--- src/rtl/uart_rx.sv ---
// UART receiver: 8N1 framing, mid-bit sampling after a 2-flop synchronizer,
// single-entry output buffer with read acknowledge, framing-error and overrun flags.
module uart_rx #(
   parameter int CLKS_PER_BIT = 16
) (
   input  logic       clk,
   input  logic       reset,
   input  logic       serial_in,
   input  logic       rd_ack,
   output logic [7:0] data_out,
   output logic       data_valid,
   output logic       framing_error,
   output logic       overrun,
   output logic       busy
);

   localparam int CW = (CLKS_PER_BIT > 2) ? $clog2(CLKS_PER_BIT) : 1;
   localparam logic [CW-1:0] HALF_M1 = CW'(CLKS_PER_BIT / 2 - 1);
   localparam logic [CW-1:0] FULL_M1 = CW'(CLKS_PER_BIT - 1);

   typedef enum logic [2:0] {
      IDLE      = 3'd0,
      START     = 3'd1,
      DATA      = 3'd2,
      STOP      = 3'd3,
      WAIT_HIGH = 3'd4
   } state_t;

   state_t        state_reg, state_next;
   logic          sync1_reg, rx_s;
   logic [CW-1:0] cnt_reg, cnt_next;
   logic [2:0]    idx_reg, idx_next;
   logic [7:0]    shift_reg, shift_next;
   logic [7:0]    data_reg, data_next;
   logic          valid_reg, valid_next;
   logic          fe_reg, fe_next;
   logic          ovr_reg, ovr_next;

   // Synchronizer idles high so reset never looks like a start bit.
   always_ff @(posedge clk or posedge reset) begin
      if (reset) begin
         sync1_reg <= 1'b1;
         rx_s      <= 1'b1;
      end else begin
         sync1_reg <= serial_in;
         rx_s      <= sync1_reg;
      end
   end

   always_ff @(posedge clk or posedge reset) begin
      if (reset) begin
         state_reg <= IDLE;
         cnt_reg   <= '0;
         idx_reg   <= '0;
         shift_reg <= '0;
         data_reg  <= '0;
         valid_reg <= 1'b0;
         fe_reg    <= 1'b0;
         ovr_reg   <= 1'b0;
      end else begin
         state_reg <= state_next;
         cnt_reg   <= cnt_next;
         idx_reg   <= idx_next;
         shift_reg <= shift_next;
         data_reg  <= data_next;
         valid_reg <= valid_next;
         fe_reg    <= fe_next;
         ovr_reg   <= ovr_next;
      end
   end

   always_comb begin
      state_next = state_reg;
      cnt_next   = cnt_reg + CW'(1);
      idx_next   = idx_reg;
      shift_next = shift_reg;
      data_next  = data_reg;
      valid_next = valid_reg;
      fe_next    = 1'b0;
      ovr_next   = ovr_reg;
      if (rd_ack)
         valid_next = 1'b0;
      case (state_reg)
         IDLE: begin
            cnt_next = '0;
            idx_next = '0;
            if (!rx_s)
               state_next = START;
         end
         START: begin
            if (cnt_reg == HALF_M1) begin
               cnt_next   = '0;
               state_next = rx_s ? IDLE : DATA;
            end
         end
         DATA: begin
            if (cnt_reg == FULL_M1) begin
               cnt_next   = '0;
               shift_next = {rx_s, shift_reg[7:1]};
               idx_next   = idx_reg + 3'd1;
               if (idx_reg == 3'd7)
                  state_next = STOP;
            end
         end
         STOP: begin
            if (cnt_reg == FULL_M1) begin
               cnt_next = '0;
               if (rx_s) begin
                  state_next = IDLE;
                  // An unread byte with no ack this cycle wins; the new byte is dropped.
                  if (valid_reg && !rd_ack) begin
                     ovr_next = 1'b1;
                  end else begin
                     data_next  = shift_reg;
                     valid_next = 1'b1;
                  end
               end else begin
                  fe_next    = 1'b1;
                  state_next = WAIT_HIGH;
               end
            end
         end
         WAIT_HIGH: begin
            cnt_next = '0;
            if (rx_s)
               state_next = IDLE;
         end
         default: begin
            cnt_next   = '0;
            state_next = IDLE;
         end
      endcase
   end

   assign data_out      = data_reg;
   assign data_valid    = valid_reg;
   assign framing_error = fe_reg;
   assign overrun       = ovr_reg;
   assign busy          = (state_reg != IDLE);

endmodule
--- config.mk ---
export PLATFORM = sky130hd
export DESIGN_NAME = uart_rx
export DESIGN_NICKNAME = d
export VERILOG_FILES = /design/src/rtl/uart_rx.sv
export SDC_FILE = /design/constraint.sdc
export NUM_CORES = 1
export LEC_CHECK = 0
export ABC_AREA = 1
export BUFFER_PORTS_ARGS = -buffer_cell sky130_fd_sc_hd__buf_4
export CAP_MARGIN = 20
export CORE_UTILIZATION = 40
export DETAILED_ROUTE_END_ITERATION = 12
export PLACE_DENSITY_LB_ADDON = 0.25
export SETUP_SLACK_MARGIN = 0.5
export SLEW_MARGIN = 0
export SYNTH_ARGS = -nofsm -noshare
export SYNTH_HDL_FRONTEND = slang
export SYNTH_SLANG_ARGS = --single-unit
--- constraint.sdc ---
create_clock -name clk -period 3.8 [get_ports clk]
set_input_delay 0.76 -clock clk [delete_from_list [all_inputs] [get_ports clk]]
set_output_delay 0.76 -clock clk [all_outputs]
set_load 0.05 [all_outputs]
; ---- After elaboration in Yosys (flattened, before gate mapping)
; Index checks and enable logic that the tools add are counted.
[word_totals]
regBits = 31
inputBits = 4
out_inout_bits = 12
elab_cells = 59
[classes]
add_sub_neg = 2
eq_ne = 13
n_mux = 22
n_bitwise = 1
reduce_logical = 11
[ops]
columns = operator, n
row1 = 2-to-1 mux 3 bit, 8
row2 = one-hot mux 3 bit (5 select lines), 1
row3 = != test 2 bit (second input constant), 6
row4 = 2-to-1 mux 1 bit, 8
row5 = 2-to-1 mux 4 bit, 2
row6 = one-hot mux 4 bit (2 select lines), 1
row7 = AND reduction 4 bit, 2
row8 = equality test 3 x 2 -> 1 bit (second input constant), 2
row9 = equality test 3 bit (second input constant), 2
row10 = one-hot mux 3 bit (2 select lines), 1
row11 = AND reduction 6 bit, 1
row12 = adder 4 x 1 -> 4 bit (second input constant), 1
row13 = equality test 4 x 3 -> 1 bit (second input constant), 1
row14 = equality test 4 bit (second input constant), 1
row15 = AND reduction 2 bit, 2
row16 = adder 3 x 1 -> 3 bit (second input constant), 1
row17 = equality test 3 x 1 -> 1 bit (second input constant), 1
row18 = zero test 3 bit, 1
row19 = nonzero test 3 bit, 1
row20 = 2-to-1 mux 2 bit, 1
row21 = nonzero test 2 bit, 1
row22 = OR reduction 2 bit, 1
row23 = logical AND 1 bit, 1
row24 = zero test 1 bit, 1
row25 = inverter 1 bit, 1

; ---- Longest topological paths before layout
[logic_depth]
word_depth = 6
mapped_depth = 7
depth_no_buf = 7

; ---- Least setup slack after synthesis
; Ideal clock, no wire load.
[synth_path]
path_kind = register to output
from = reg state_reg[0]
to = out busy
arrival_time_ns = 0.988
required_ns = 3.040
path_slack_ns = 2.052
stages_incl_launch_ff = 3
path_buffers = 0
cell_sequence = dfrtp_1 nor2_1 nand2_1
[synth_between]
elab_chain_cells = 1
[synth_lines]
columns = item, line_no
row1 = "start, declared", 29  ; state_t state_reg, state_next;
row2 = "start signal, assigned", 61  ; state_reg <= state_next;
row3 = nonzero test 3 bit, 139  ; assign busy = (state_reg != IDLE);
row4 = "end, declared", 14  ; output logic busy
; Every way passes these cells.

; ---- Final worst setup path
; Same ends and word-level chain as after synthesis.

==> flow_summary_export.csv <==
group,metric,value,unit
status,status,"finished clean",
setup_path,critical_path_arrival,1490,ps
timing,period_minus_slack,2248,ps
setup_path,worstPathMaxFanout,7,
clocking,tritoncts,"done",
clocking,post_cts_buffers,0,
timing,slew_headroom,0.7409,
grt,overflow,0,
clocking,clk_latency,330,ps
logic_synthesis,avgSynthCellArea,9.633,sq um
setup_path,path_class,"flop to output port",
grt,grt_pass1_vias,899,
route,ant_nets,0,
clocking,cts_resized,0,
setup_path,crit_required,3040,ps
pwr,internal-power,0.5569,mW
grt,grt_antenna_before_repair,0,
place,gp_congestion,1.025,
grt,grt_max_degree,32,
place,place_inst,200,
setup_path,reg2reg_to,"data_out[1]",
worst_hold_path,hold_path_depth,0,
logic_synthesis,synth-seq-area-share,0.5649,
timing,setup_viol,0,
grt,grtUsageTotal,0.1516,
setup_path,slowest_delay,460,ps
cells_and_area,nFillCells,317,
clocking,cts_root_buf,"clkbuf_4",
pwr,p_leak,0.7578,nW
worst_hold_path,hp-class,"flop to flop",
worst_hold_path,hp-start,"sync1_reg",
setup_path,worst-path-buf-inv,1,
clocking,cts_buffers,5,
floorplan,initial_core_util,0.4369,
cells_and_area,drive_above_1_share,0.2744,
route,viasPerCell,4.745,
clocking,htreeDepth,2,
timing,maxSlewViolCount,0,
cells_and_area,multi_input_area,505.5,sq um
timing,finalCritPeriodShare,0.5917,
pwr,seqPwrFrac,0.493,
floorplan,die-width,60.69,microns
timing,layout_setup_ws,1552,ps
setup_path,r2r_start,"cnt_reg[0]",
timing,max_freq,0.4448,GHz
cells_and_area,regArea,778.2,sq um
pwr,p_comb_frac,0.282,
clocking,postCtsHoldBufs,0,
timing,hold_viol_final,0,
floorplan,rows,20,
worst_hold_path,hold_end,"rx_s",
grt,grt_pass1_wl,3836,microns
run,maxCapViolCount,0,
route,drt_iter0_drc,28,
floorplan,core,0.003153,sq mm
pwr,netSwitchingFraction,0.3552,
cells_and_area,final_common_cell,"nand2_1",
logic_synthesis,syn-num-nets,150,
floorplan,pin_count,16,
route,dr.pass1.iters,4,
cells_and_area,diodes,0,
place,io_buffers,15,
route,post_drt_wl_per_cell,11.24,microns
setup_path,crit_chain,"nor2_1, nand2_1, buf_4",
setup_path,crit_family,"simple AND/OR/NAND/NOR gates",
floorplan,die_area,0.003683,sq mm
clocking,clkTransAtPathRegs,90,ps
pwr,p_clk_frac,0.225,
setup_path,rrSetupSlack,2320,ps
setup_path,cp-end-kind,"output port",
pwr,ir_drop,323.0,uV
route,route.detailed.drc,0,
place,dp_slack,1923,ps
logic_synthesis,ys_types,25,
timing,finClkSkew,11.06,ps
clocking,cts_max_path_buffers,2,
cells_and_area,syn_to_final_growth,15.17,%
cells_and_area,most-common-layout-cells,"30 x nand2_1, 29 x dfrtp_1, 16 x buf_4, 15 x inv_1, 12 x nor2_1",
logic_synthesis,synth_cells,143,
logic_synthesis,synth_warnings,0,
pwr,powerDensity,544.3,mW/mm^2
route,num_vias,987,
place,dp_hpwl,1683,microns
cells_and_area,stdcell_count,208,
timing,tightest_slew,388.7,ps
pwr,p_sw,0.3067,mW
timing,grt_setup_unrepaired,"false",
setup_path,critPathLaunchType,"flop",
floorplan,dieHeight,60.69,microns
logic_synthesis,synth-seq-cells,31,
timing,tns,0,ps
cells_and_area,nNetsFinal,170,
setup_path,r2r_cells,6,
clocking,numClockSinks,31,
logic_synthesis,synthesis.area,0.001378,sq mm
timing,timing.hold.ws,362.7,ps
setup_path,slowest_stage,"dfrtp_1",
route,wl,2338,microns
power by group through the flow:
stage	clock network, mW	registers [mW]	logic [mW]
2_1_floorplan	0	0.430	0.191
3_3_place_gp	0	0.429	0.239
3_5_place_dp	0	0.432	0.245
4_1_cts	0.207	0.426	0.246
5_1_grt	0.218	0.433	0.275
6_report	0.195	0.426	0.243
worst reg2reg max path: cells and delay by family (launching register included):
family	cells	cell delay, ps
AND/OR/NAND/NOR	3	570
flip-flops	1	380
buffers and inverters	1	140
adder cells (fa/ha/maj)	1	230
AO/OA/AOI/OAI	1	60
worst max path at each step:
stage / from / endpoint / slack [ps] / depth (start not counted)
floorplan: state_reg[0] / busy / 2050 / 2
global placement: state_reg[0] / busy / 2030 / 3
detailed placement: state_reg[0] / busy / 1920 / 3
CTS: state_reg[0] / busy / 1540 / 3
global route: state_reg[0] / busy / 1480 / 3
finish: state_reg[0] / busy / 1550 / 3
through the flow:
stage	cell area, sq um	power, mW	utilization
2_1_floorplan	1378	0.6202	-
3_3_place_gp	1526	0.6672	0.4841
3_5_place_dp	1526	0.6769	0.4841
4_1_cts	1587	0.8786	0.5032
5_1_grt	1587	0.9263	0.5032
6_report	1587	0.8636	0.5032
cell families after synthesis:
group / count (synthesis) / synth area share
AOI/OAI and AO/OA: 22 / 0.1045
and+or+nand+nor: 65 / 0.2289
DFF: 31 / 0.5649
buffers and inverters: 21 / 0.06811
adders and majority gates: 3 / 0.02725
xor gates and xnor gates: 1 / 0.006359
per-layer routing:
metal	share of wire	routed length (microns)	GRT usage	up-vias
li1	-	-	-	504
met1	0.45	1058	0.1749	451
met4	0.017	39	0.08117	0
met5	0	0	0	-
met2	0.47	1099	0.2386	25
met3	0.060	140	0.06610	7
cell usage after synthesis, drive strengths merged:
| cell | instances | area share |
|---|---|---|
| xor2 | 1 | 0.0064 |
| nor2 | 15 | 0.050 |
| nand3 | 11 | 0.044 |
| nand4 | 3 | 0.025 |
| inv | 18 | 0.049 |
| dfstp | 2 | 0.038 |
| o22ai | 1 | 0.0045 |
| o21bai | 1 | 0.0055 |
| buf | 3 | 0.019 |
| nor3b | 1 | 0.0055 |
| nand3b | 1 | 0.0055 |
| o21ai | 19 | 0.091 |
| nand2 | 34 | 0.10 |
| ha | 3 | 0.027 |
| dfrtp | 29 | 0.53 |
| a21oi | 1 | 0.0036 |
cell type report:
type,count,share of cell area
well taps,44,0.03470
repair buffers,16,0.07571
inverters,18,0.04259
multi-input cells,91,0.3186
flip-flops and latches,31,0.4905
clock buffers,7,0.03470
clock inverters,1,0.003155
Note: power is estimated with default switching activity, not from simulation.
